--- src/rtl/game_io_pkg.sv ---
// Shared types and constants for the game I/O blocks.
// Holds the event flasher state encoding and short sim timings.
package game_io_pkg;

  typedef enum logic [1:0] {
    FL_IDLE,
    FL_ON,
    FL_OFF
  } flash_state_e;

  localparam int SIM_ON_CYCLES  = 3;
  localparam int SIM_OFF_CYCLES = 2;

endpackage

--- src/rtl/evt_flasher.sv ---
// Event flasher: turns single-cycle event pulses into LED blinks.
// Events arriving mid-blink are queued in a saturating counter.
module evt_flasher
  import game_io_pkg::*;
#(
  parameter int ON_CYCLES   = 25_000_000,
  parameter int OFF_CYCLES  = 12_500_000,
  parameter int MAX_PENDING = 3
) (
  input  logic                             CLOCK,
  input  logic                             reset_n,
  input  logic                             evt,
  output logic                             led,
  output logic                             busy,
  output logic [$clog2(MAX_PENDING+1)-1:0] pending,
  output logic                             drop
);

  localparam int MAXC = (ON_CYCLES > OFF_CYCLES) ?
                        ON_CYCLES : OFF_CYCLES;
  localparam int CW   = (MAXC > 1) ? $clog2(MAXC) : 1;
  localparam int PW   = $clog2(MAX_PENDING + 1);

  localparam logic [CW-1:0] ON_LOAD  = CW'(ON_CYCLES - 1);
  localparam logic [CW-1:0] OFF_LOAD = CW'(OFF_CYCLES - 1);
  localparam logic [PW-1:0] PMAX     = PW'(MAX_PENDING);

  if (ON_CYCLES < 1) begin : g_bad_on
    $error("evt_flasher: ON_CYCLES must be >= 1");
  end
  if (OFF_CYCLES < 1) begin : g_bad_off
    $error("evt_flasher: OFF_CYCLES must be >= 1");
  end
  if (MAX_PENDING < 1) begin : g_bad_pend
    $error("evt_flasher: MAX_PENDING must be >= 1");
  end

  flash_state_e  state;
  flash_state_e  state_nx;
  logic [CW-1:0] cnt;
  logic [CW-1:0] cnt_nx;
  logic [PW-1:0] pend_nx;
  logic          drop_nx;
  logic          cnt_zero;
  logic          pend_full;
  logic          pend_any;

  assign cnt_zero  = (cnt == '0);
  assign pend_full = (pending == PMAX);
  assign pend_any  = (pending != '0);

  // Next state, timer reload/decrement and queue update.
  always_comb begin
    state_nx = state;
    cnt_nx   = cnt;
    pend_nx  = pending;
    drop_nx  = 1'b0;
    unique case (state)
      FL_IDLE: begin
        if (evt) begin
          state_nx = FL_ON;
          cnt_nx   = ON_LOAD;
        end
      end
      FL_ON: begin
        if (cnt_zero) begin
          state_nx = FL_OFF;
          cnt_nx   = OFF_LOAD;
        end else begin
          cnt_nx = cnt - 1'b1;
        end
        if (evt) begin
          if (pend_full) drop_nx = 1'b1;
          else pend_nx = pending + 1'b1;
        end
      end
      FL_OFF: begin
        if (cnt_zero) begin
          if (pend_any) begin
            state_nx = FL_ON;
            cnt_nx   = ON_LOAD;
            // a new event replaces the one taken off the queue
            if (!evt) pend_nx = pending - 1'b1;
          end else if (evt) begin
            state_nx = FL_ON;
            cnt_nx   = ON_LOAD;
          end else begin
            state_nx = FL_IDLE;
          end
        end else begin
          cnt_nx = cnt - 1'b1;
          if (evt) begin
            if (pend_full) drop_nx = 1'b1;
            else pend_nx = pending + 1'b1;
          end
        end
      end
      default: begin
        state_nx = FL_IDLE;
        cnt_nx   = '0;
      end
    endcase
  end

  // State register.
  always_ff @(posedge CLOCK or negedge reset_n) begin
    if (!reset_n) state <= FL_IDLE;
    else          state <= state_nx;
  end

  // On/off timing down-counter.
  always_ff @(posedge CLOCK or negedge reset_n) begin
    if (!reset_n) cnt <= '0;
    else          cnt <= cnt_nx;
  end

  // Saturating queue of blinks still owed.
  always_ff @(posedge CLOCK or negedge reset_n) begin
    if (!reset_n) pending <= '0;
    else          pending <= pend_nx;
  end

  // Registered outputs derived from the next state.
  always_ff @(posedge CLOCK or negedge reset_n) begin
    if (!reset_n) begin
      led  <= 1'b0;
      busy <= 1'b0;
      drop <= 1'b0;
    end else begin
      led  <= (state_nx == FL_ON);
      busy <= (state_nx != FL_IDLE);
      drop <= drop_nx;
    end
  end

endmodule
--- config.mk ---
export PLATFORM = sky130hd
export DESIGN_NAME = evt_flasher
export DESIGN_NICKNAME = d
export VERILOG_FILES = /design/src/rtl/game_io_pkg.sv /design/src/rtl/evt_flasher.sv
export SDC_FILE = /design/constraint.sdc
export NUM_CORES = 1
export LEC_CHECK = 0
export ABC_AREA = 1
export CORE_MARGIN = 3
export CORE_UTILIZATION = 45
export DETAILED_ROUTE_END_ITERATION = 8
export SLEW_MARGIN = 20
export SYNTH_ARGS = -nofsm -noshare
export SYNTH_HDL_FRONTEND = slang
export SYNTH_SLANG_ARGS = --single-unit
--- constraint.sdc ---
create_clock -name CLOCK -period 2.2 [get_ports CLOCK]
set_input_delay 0.44 -clock CLOCK [delete_from_list [all_inputs] [get_ports CLOCK]]
set_output_delay 0.44 -clock CLOCK [all_outputs]
set_load 0.05 [all_outputs]
# --- Yosys cells after proc, flatten, opt, wreduce, memory -nomap -nowiden ---
# Cells that the tools add are included.
totals:
  reg_bits: 32
  in_bits: 3
  output_inout_bits: 5
  elab_cells: 42
op_classes:
  add_sub_neg: 3
  n_eq_ne: 6
  muxes: 21
  reduce_logical: 6
ops:
  columns: ["op", "count"]
  rows:
  - ["$mux 25", 4]
  - ["$pmux 25 s3", 1]
  - ["$logic_not 25->1", 1]
  - ["$sub 25x1->25 const B", 1]
  - ["$mux 2", 8]
  - ["$ne 3x3->1 const B", 2]
  - ["$pmux 2 s3", 1]
  - ["$reduce_bool 2->1", 3]
  - ["$mux 1", 5]
  - ["$eq 2x1->1 const B", 2]
  - ["$eq 2x2->1 const B", 2]
  - ["$pmux 2 s2", 1]
  - ["$reduce_and 3->1", 1]
  - ["$add 2x1->2 const B", 1]
  - ["$logic_not 2->1", 1]
  - ["$pmux 1 s2", 1]
  - ["$sub 2x1->2 const B", 1]

# --- Longest topological paths before layout ---
# Gate-level depths: netlist of run 1.
depth:
  ltp_word: 5
  ltp_mapped: 13
  depth_no_buf: 13

# --- Worst setup path after synthesis of run 1 ---
# Ideal clock, no wire load.
synth_path:
  kind: "reg-to-reg"
  startpoint: "register pending[0]"
  endpoint: "register busy"
  setup_time_ns: 0.120
  t_arrival_ns: 1.703
  required_time_ns: 2.080
  setup_slack_ns: 0.377
  stages_incl_launch_ff: 10
  n_path_buf: 0
  synth_period_minus_slack_ns: 1.823
  cell_sequence: "dfrtp_1 -> inv_1 -> ha_1 -> inv_1 -> nor3_1 -> nand3_2 -> nand3_1 -> nand3_1 -> nand2_1 -> nand2_1"
synth_between:
  elab_chain_cells: 5
synth_lines:
  columns: ["item", "line_no", "source"]
  rows:
  - ["from (decl)", "evt_flasher.sv:15", "output logic [$clog2(MAX_PENDING+1)-1:0] pending,"]
  - ["from (signal assigned)", "evt_flasher.sv:120", "else pending <= pend_nx;"]
  - ["$reduce_bool 2->1", "evt_flasher.sv:50", "assign pend_any = (pending != '0);"]
  - ["$mux 1", "evt_flasher.sv:79", "if (pend_any) begin"]
  - ["$mux 2", "evt_flasher.sv:78", "if (cnt_zero) begin"]
  - ["$pmux 2 s3", "evt_flasher.sv:58", "unique case (state)"]
  - ["$reduce_bool 2->1", "evt_flasher.sv:131", "busy <= (state_nx != FL_IDLE);"]
  - ["to (signal assigned)", "evt_flasher.sv:131", null]
  - ["to (decl)", "evt_flasher.sv:14", "output logic busy,"]
# No other way between the ends.
# A chain may end at the register's enable or synchronous reset.

# --- Final worst setup path of run 1 ---
layout_path:
  startpoint: "register pending[0]"
  endpoint: "output pending[0]"
# No word-level cell between the ends.

==> results by group, run 1 <==
Yosys
  – #FFs+latches synth: 32
  – Area leader, netlist: dfrtp_1
  – Post-Syn Nets: 376
  – Ys Warns: 0
  – Most common cell in the netlist: nand2_1
  – Synth top area share: 0.317
  – Commonest cells post-synth: nand2_1 (95), nor2_1 (38), inv_1 (37)
  – Post-synth cell types: 32
  – Main synth FF type: dfrtp_1
  – Post-synth ARST share: 1.00
  – Post-synth EDFFs: 0
  – Synthesized area per cell: ~7 sq um
  – Syn Std Cell Area: approximately 2500 sq um
  – Mapped Cells: 364
  – Seq/Total Area, Yosys: 0.317
  – Synth top area cells: dfrtp_1 (32%), nand2_1 (14%), nand3_1 (6.3%), nor2_1 (5.6%), inv_1 (5.5%)

Placed design
  – Placement Cell Area: 2690 sq um
  – Dpl cells: 440
  – HPWL after DPL: ~4800 microns
  – Buffers on Ports: 7
  – Routability cong.: 0.892
  – Post-Place Worst Slack: 325 ps

Setup path
  – Largest delay share family, worst path: buffers and inverters
  – WP data arrival: 1560 ps
  – Slowest cell on the critical path: clkdlybuf4s50_1
  – Worst EP required: ~1800 ps
  – Worst Path Max Fanout: 6
  – Crit path launch type: flip-flop
  – Setup crit end kind: output pin
  – Crit path buf inv count: 1
  – Worst setup path category: flip-flop to output pin
  – Critical-path cell list: clkdlybuf4s50_1
  – Critical Path Max Stage Delay: 840 ps

Clock tree
  – Worst-path clk slew: roughly 70 ps
  – Hold_buf cts: 0
  – Post-CTS setup buffers: 0
  – CTS sink cnt: 32
  – Worst-case clock buffer depth: 2
  – H-tree depth: 2
  – Clk_lat worst skew: approximately 280 ps
  – Post-CTS Resized: 0
  – CTS tree: yes
  – CTS root buf: clkbuf_8
  – Number of buffers created by CTS: 5

STA
  – Setup TNS: 0 ps
  – Final setup vio count: 0
  – Setup Skew: 6.47 ps
  – Worst-Margin Slew: roughly 750 ps
  – RSZ-0062 raised after global routing: no
  – Fin. Hold Viols: 0
  – Final worst path period need: 2000 ps
  – Fin crit share: 0.910
  – Hold Slack: about 230 ps
  – Max-slew headroom: 0.499
  – Fmax: approximately 500 MHz
  – Final Max Tran Viols: 0
  – Final worst slack: 197 ps

Pwr
  – P_int: 1740 uW
  – Static Leak: between 0.001 and 0.0015 uW
  – P_sw: 1790 uW
  – Net Sw Frac: 0.507
  – Clk pwr share: 0.121
  – Worst IR drop on VDD: ~0.60 mV
  – Reg power frac: 0.326
  – P per Cell Area: ~1300 nW/um^2
  – Combinational group share of total power: 0.553

Routing
  – DR pass1 iterations: 4
  – Antenna-violating nets left: 0
  – Routed WL per cell: 14.4 microns
  – Via total after detailed routing: 2325
  – Vias per cell: between 5 and 6
  – 1st-iter DRT viols: 113
  – # DRC: 0
  – WL final: roughly 6400 microns

Min path
  – Type of the worst min-delay path: input pin to asynchronous set/reset pin

Floorplanning
  – Initial core utilization: 0.480
  – Core ar.: 5270 sq um
  – I/O Pins: 8
  – Die height: 81.0 microns
  – Die X: between 80 and 90 microns
  – Die area: 6550 sq um
  – Rows: 26

Outcome
  – Status: finished, final reports clean

Cells and area
  – Fillers: 554
  – Ant diodes: 0
  – Final instance area: 2770 sq um
  – P&R area growth vs syn: 9.60%
  – Non-filler instance count after layout: approximately 450
  – Nets@finish: 389
  – Layout cells sized above 1: 0.135

Global routing
  – Initial antenna violation count: 0
  – First-pass GRT wire length: 11200 microns
  – Vias in the first global route: 2238
  – Pin count of the biggest net entering global routing: 33
  – Total grt overflow: 0
  – GRT Overall Usage: 0.222

Job
  – Max_cap viols: 0
cells in the final DEF, fill, tap and decap left out:
master / synthesis / final
clkinv_2: 0 / 1
nor2_1: 38 / 38
nand4_1: 6 / 6
a31oi_1: 3 / 3
a21oi_1: 21 / 21
nor2_8: 1 / 1
a21oi_2: 2 / 2
buf_2: 2 / 1
or2_1: 1 / 1
ha_1: 9 / 9
nor3_4: 1 / 1
o21ai_0: 24 / 24
xnor2_1: 3 / 3
inv_2: 3 / 3
nor2_4: 5 / 5
nand2_4: 4 / 4
xor2_1: 9 / 9
nor3_1: 1 / 1
buf_4: 0 / 9
o211ai_1: 1 / 1
clkdlybuf4s50_1: 0 / 6
nor2_2: 6 / 6
dfrtp_1: 32 / 32
nand3_2: 7 / 7
o21bai_1: 1 / 1
clkbuf_1: 5 / 1
clkbuf_8: 0 / 5
nor3b_1: 2 / 2
nand2_1: 95 / 95
o21ai_2: 1 / 1
inv_1: 37 / 37
nand2_2: 5 / 5
nand3_1: 32 / 32
o21ai_1: 4 / 4
logic make-up after synthesis:
logic type | after synthesis | share of synthesized area
AND/OR/NAND/NOR | 204 | 0.395
AO/OA/AOI/OAI | 57 | 0.121
buffers and inverters | 50 | 0.0811
flip-flops | 32 | 0.317
XOR/XNOR | 12 | 0.0416
adder cells (fa/ha/maj) | 9 | 0.0445
registers in the layout (all words and copies together) (netlist names):
register and cells:
drop 1, state 2, busy 1, pending 2, led 1, cnt 25
final cells by class:
type / count / area (sq um) / area share
multi-input combinational: 282 / 1520 / 0.549
sequential: 32 / 801 / 0.289
inverter: 40 / 150 / 0.0542
timing repair buffer: 16 / 133 / 0.0479
tap: 70 / 87.6 / 0.0316
clock buffer: 6 / 72.6 / 0.0262
clock inverter: 1 / 5.00 / 0.00181
stage by stage:
step	total power (uW)	util
global placement	3100	0.511
detailed placement	3110	0.511
floorplan	2560	-
finish	3530	0.526
CTS	3550	0.526
global route	3880	0.526
layer usage:
layer	track usage	wire length, microns
met1	0.312	3130
met2	0.350	2950
met3	0.0344	265
met4	0.0693	86
met5	0	0
final timing paths:
check	start	endpoint	slack [ps]	depth (start not counted)
worst max-delay path	pending[0]$_DFFE_PN0P_	pending[0]	200	1
worst min-delay path	reset_n	cnt[23]$_DFF_PN0_	230	1
worst max register to register	pending[0]$_DFFE_PN0P_	busy$_DFF_PN0_	320	9
worst min register to register	pending[1]$_DFFE_PN0P_	pending[1]$_DFFE_PN0P_	580	2
max in group asynchronous	reset_n	pending[0]$_DFFE_PN0P_	1500	1
min in group CLOCK	pending[1]$_DFFE_PN0P_	pending[1]$_DFFE_PN0P_	580	2
power groups by stage:
stage / clock [uW] / sequential (uW) / combinational [uW]
after global placement: 0 / 1170 / 1930
after floorplan: 0 / 1200 / 1360
final: 427 / 1150 / 1950
after detailed placement: 0 / 1160 / 1950
after global routing: 467 / 1190 / 2220
after CTS: 436 / 1150 / 1960
Note: power is estimated with default switching activity, not from simulation.
==> run 2: changes to the inputs <==
Settings changed: DONT_BUFFER_PORTS from default to 1, PLACE_DENSITY from default to 0.61, RECOVER_POWER from default to 100.
==> results by group, run 2 (synthesis results as in run 1) <==
Outcome
  – Status: finished, final reports clean

Clock tree
  – Hold_buf cts: 2 (+2)
  – CTS sink cnt: 32 (unchanged)
  – CTS root buf: clkbuf_8
  – Worst-case clock buffer depth: 2 (unchanged)
  – Worst-path clk slew: 70 ps (about the same)
  – Post-CTS setup buffers: 0 (unchanged)
  – Clk_lat worst skew: 300 ps (+20 ps)
  – Number of buffers created by CTS: 5 (unchanged)
  – Post-CTS Resized: 0 (unchanged)
  – CTS tree: yes
  – H-tree depth: 2 (unchanged)

Pwr
  – P per Cell Area: 1300 nW/um^2 (+2.2%)
  – Static Leak: 0.00134 uW (-2.5%)
  – Tot Pwr: 3510 uW (-0.51%)
  – Worst IR drop on VDD: 0.653 mV (+8.3%)

Setup path
  – Worst Path Max Fanout: 17 (+11)
  – WP data arrival: 2200 ps (+640 ps)
  – Worst EP required: 2430 ps (+670 ps)
  – Critical Path Sink: led$_DFF_PN0_
  – Crit path launch type: flip-flop
  – Worst setup path category: flip-flop to flip-flop
  – Setup crit end kind: flip-flop
  – Critical Path Max Stage Delay: 390 ps (-450 ps)
  – Most frequent cell on the critical path: nand2_1
  – Worst r2r dst: led$_DFF_PN0_
  – Worst-case reg-to-reg path depth: 12 (+3)
  – Critical-path cell list: inv_1 > ha_1 > nand2_4 > nor2_8 > nand2_1 > inv_1 > nand2_2 > nand2_1 > nand3_1 > nand3_1 > nand2_1 > nor2_1
  – Reg-to-reg setup timing slack: 230 ps (-90 ps)
  – Worst r2r src: cnt[0]$_DFF_PN0_
  – Setup crit start: cnt[0]$_DFF_PN0_
  – Slowest cell on the critical path: dfrtp_1

STA
  – Max-slew headroom: 0.295 (-0.204)
  – Setup Skew: 5.14 ps (-1.33 ps)
  – Final Max Tran Viols: 0 (unchanged)
  – Worst-Margin Slew: 1060 ps (+307 ps)
  – Fin crit share: 0.897 (-0.0129)
  – Final worst path period need: 1970 ps (-28.5 ps)
  – Final setup vio count: 0 (unchanged)
  – Fmax: 507 MHz (+1.4%)
  – RSZ-0062 raised after global routing: no
  – Setup TNS: 0 ps (unchanged)
  – Fin. Hold Viols: 0 (unchanged)

Placed design
  – Buffers on Ports: 0 (-7)
  – HPWL after DPL: 4710 microns (-1.8%)
  – Routability cong.: 0.900 (+0.85%)

Cells and area
  – Layout cells sized above 1: 0.118 (-0.0170)
  – Biggest regs: cnt (25), pending (2), state (2)
  – Ant diodes: 0 (unchanged)
  – P&R area growth vs syn: 6.68%
  – Most flop-heavy register: cnt
  – Max reg flops: 25 (unchanged)
  – Most frequent cells in the layout: nand2_1 (97), inv_1 (39), nor2_1 (38)
  – Most common cell after layout, fill and taps aside: nand2_1
  – Nets@finish: 383 (-1.5%)

Min path
  – Type of the worst min-delay path: input pin to flip-flop

Routing
  – Routed WL per cell: 15.0 microns (+3.9%)
  – Vias per cell: 5.20 (about the same)
  – DR pass1 iterations: 4 (unchanged)
  – WL final: 6610 microns (+2.8%)
  – 1st-iter DRT viols: 131 (+16%)
  – Via total after detailed routing: 2298 (-1.2%)
  – # DRC: 0 (unchanged)
  – Antenna-violating nets left: 0 (unchanged)

Global routing
  – Total grt overflow: 0 (unchanged)
  – Vias in the first global route: 2243 (+0.22%)
  – Initial antenna violation count: 0 (unchanged)
  – First-pass GRT wire length: 11400 microns (+1.8%)
  – Pin count of the biggest net entering global routing: 33 (unchanged)
  – GRT Overall Usage: 0.228 (+0.00595)

Floorplanning
  – Core ar.: 5270 sq um (unchanged)
  – Initial core utilization: 0.480 (unchanged)
  – I/O Pins: 8 (unchanged)
  – Die X: 81.0 microns (unchanged)
  – Die area: 6550 sq um (unchanged)
  – Die height: 81.0 microns (unchanged)
  – Rows: 26 (unchanged)

Job
  – Max_cap viols: 0 (unchanged)
[run 2: power by group]
group / internal, uW / switching (uW)
Clock: 250 / 245
Sequential: 831 / 373
Combinational: 615 / 1200
[run 2: routing by layer]
| metal | vias up | GRT usage | wire length, microns |
|---|---|---|---|
| li1 | 1189 | - | - |
| met1 | 1052 | 0.306 | 3100 |
| met2 | 49 | 0.369 | 3030 |
| met3 | 8 | 0.0477 | 404 |
| met4 | 0 | 0.0693 | 71 |
| met5 | - | 0 | 0 |
[run 2: worst min-delay path by stage]
| stage | from | to | slack [ps] | cells past startpoint |
|---|---|---|---|---|
| 2_1_floorplan | reset_n | busy$_DFF_PN0_ | 140 | 0 |
| 3_3_place_gp | reset_n | cnt[11]$_DFF_PN0_ | 150 | 0 |
| 3_5_place_dp | reset_n | cnt[11]$_DFF_PN0_ | 150 | 0 |
| 4_1_cts | evt | cnt[21]$_DFF_PN0_ | 370 | 2 |
| 5_1_grt | evt | cnt[18]$_DFF_PN0_ | 380 | 2 |
| 6_report | evt | cnt[21]$_DFF_PN0_ | 370 | 2 |
[run 2: per-stage QoR]
step	std cells	hold WS, ps	utilization	area, sq um	setup WS (ps)
final	442	371	0.512	2700	226
after global routing	442	379	0.512	2700	68.8
after CTS	442	367	0.521	2740	275
after detailed placement	432	146	0.497	2620	276
after global placement	432	145	0.497	2620	280
after floorplan	364	144	-	2530	377
[run 2: area by class of cell]
class | instances | area (sq um)
tap | 70 | 87.6
timing repair buffer | 10 | 67.6
clock inverter | 2 | 10.0
sequential | 32 | 801
clock buffer | 6 | 82.6
fill | 556 | 2570
multi-input combinational | 282 | 1500
inverter | 40 | 150
[run 2: critical path, delay by kind of cell, from the launching register on]
family | cells | cell delay (ps)
and+or+nand+nor | 9 | 1070
DFF | 1 | 390
adders and majority gates | 1 | 260
buffers and inverters | 2 | 190
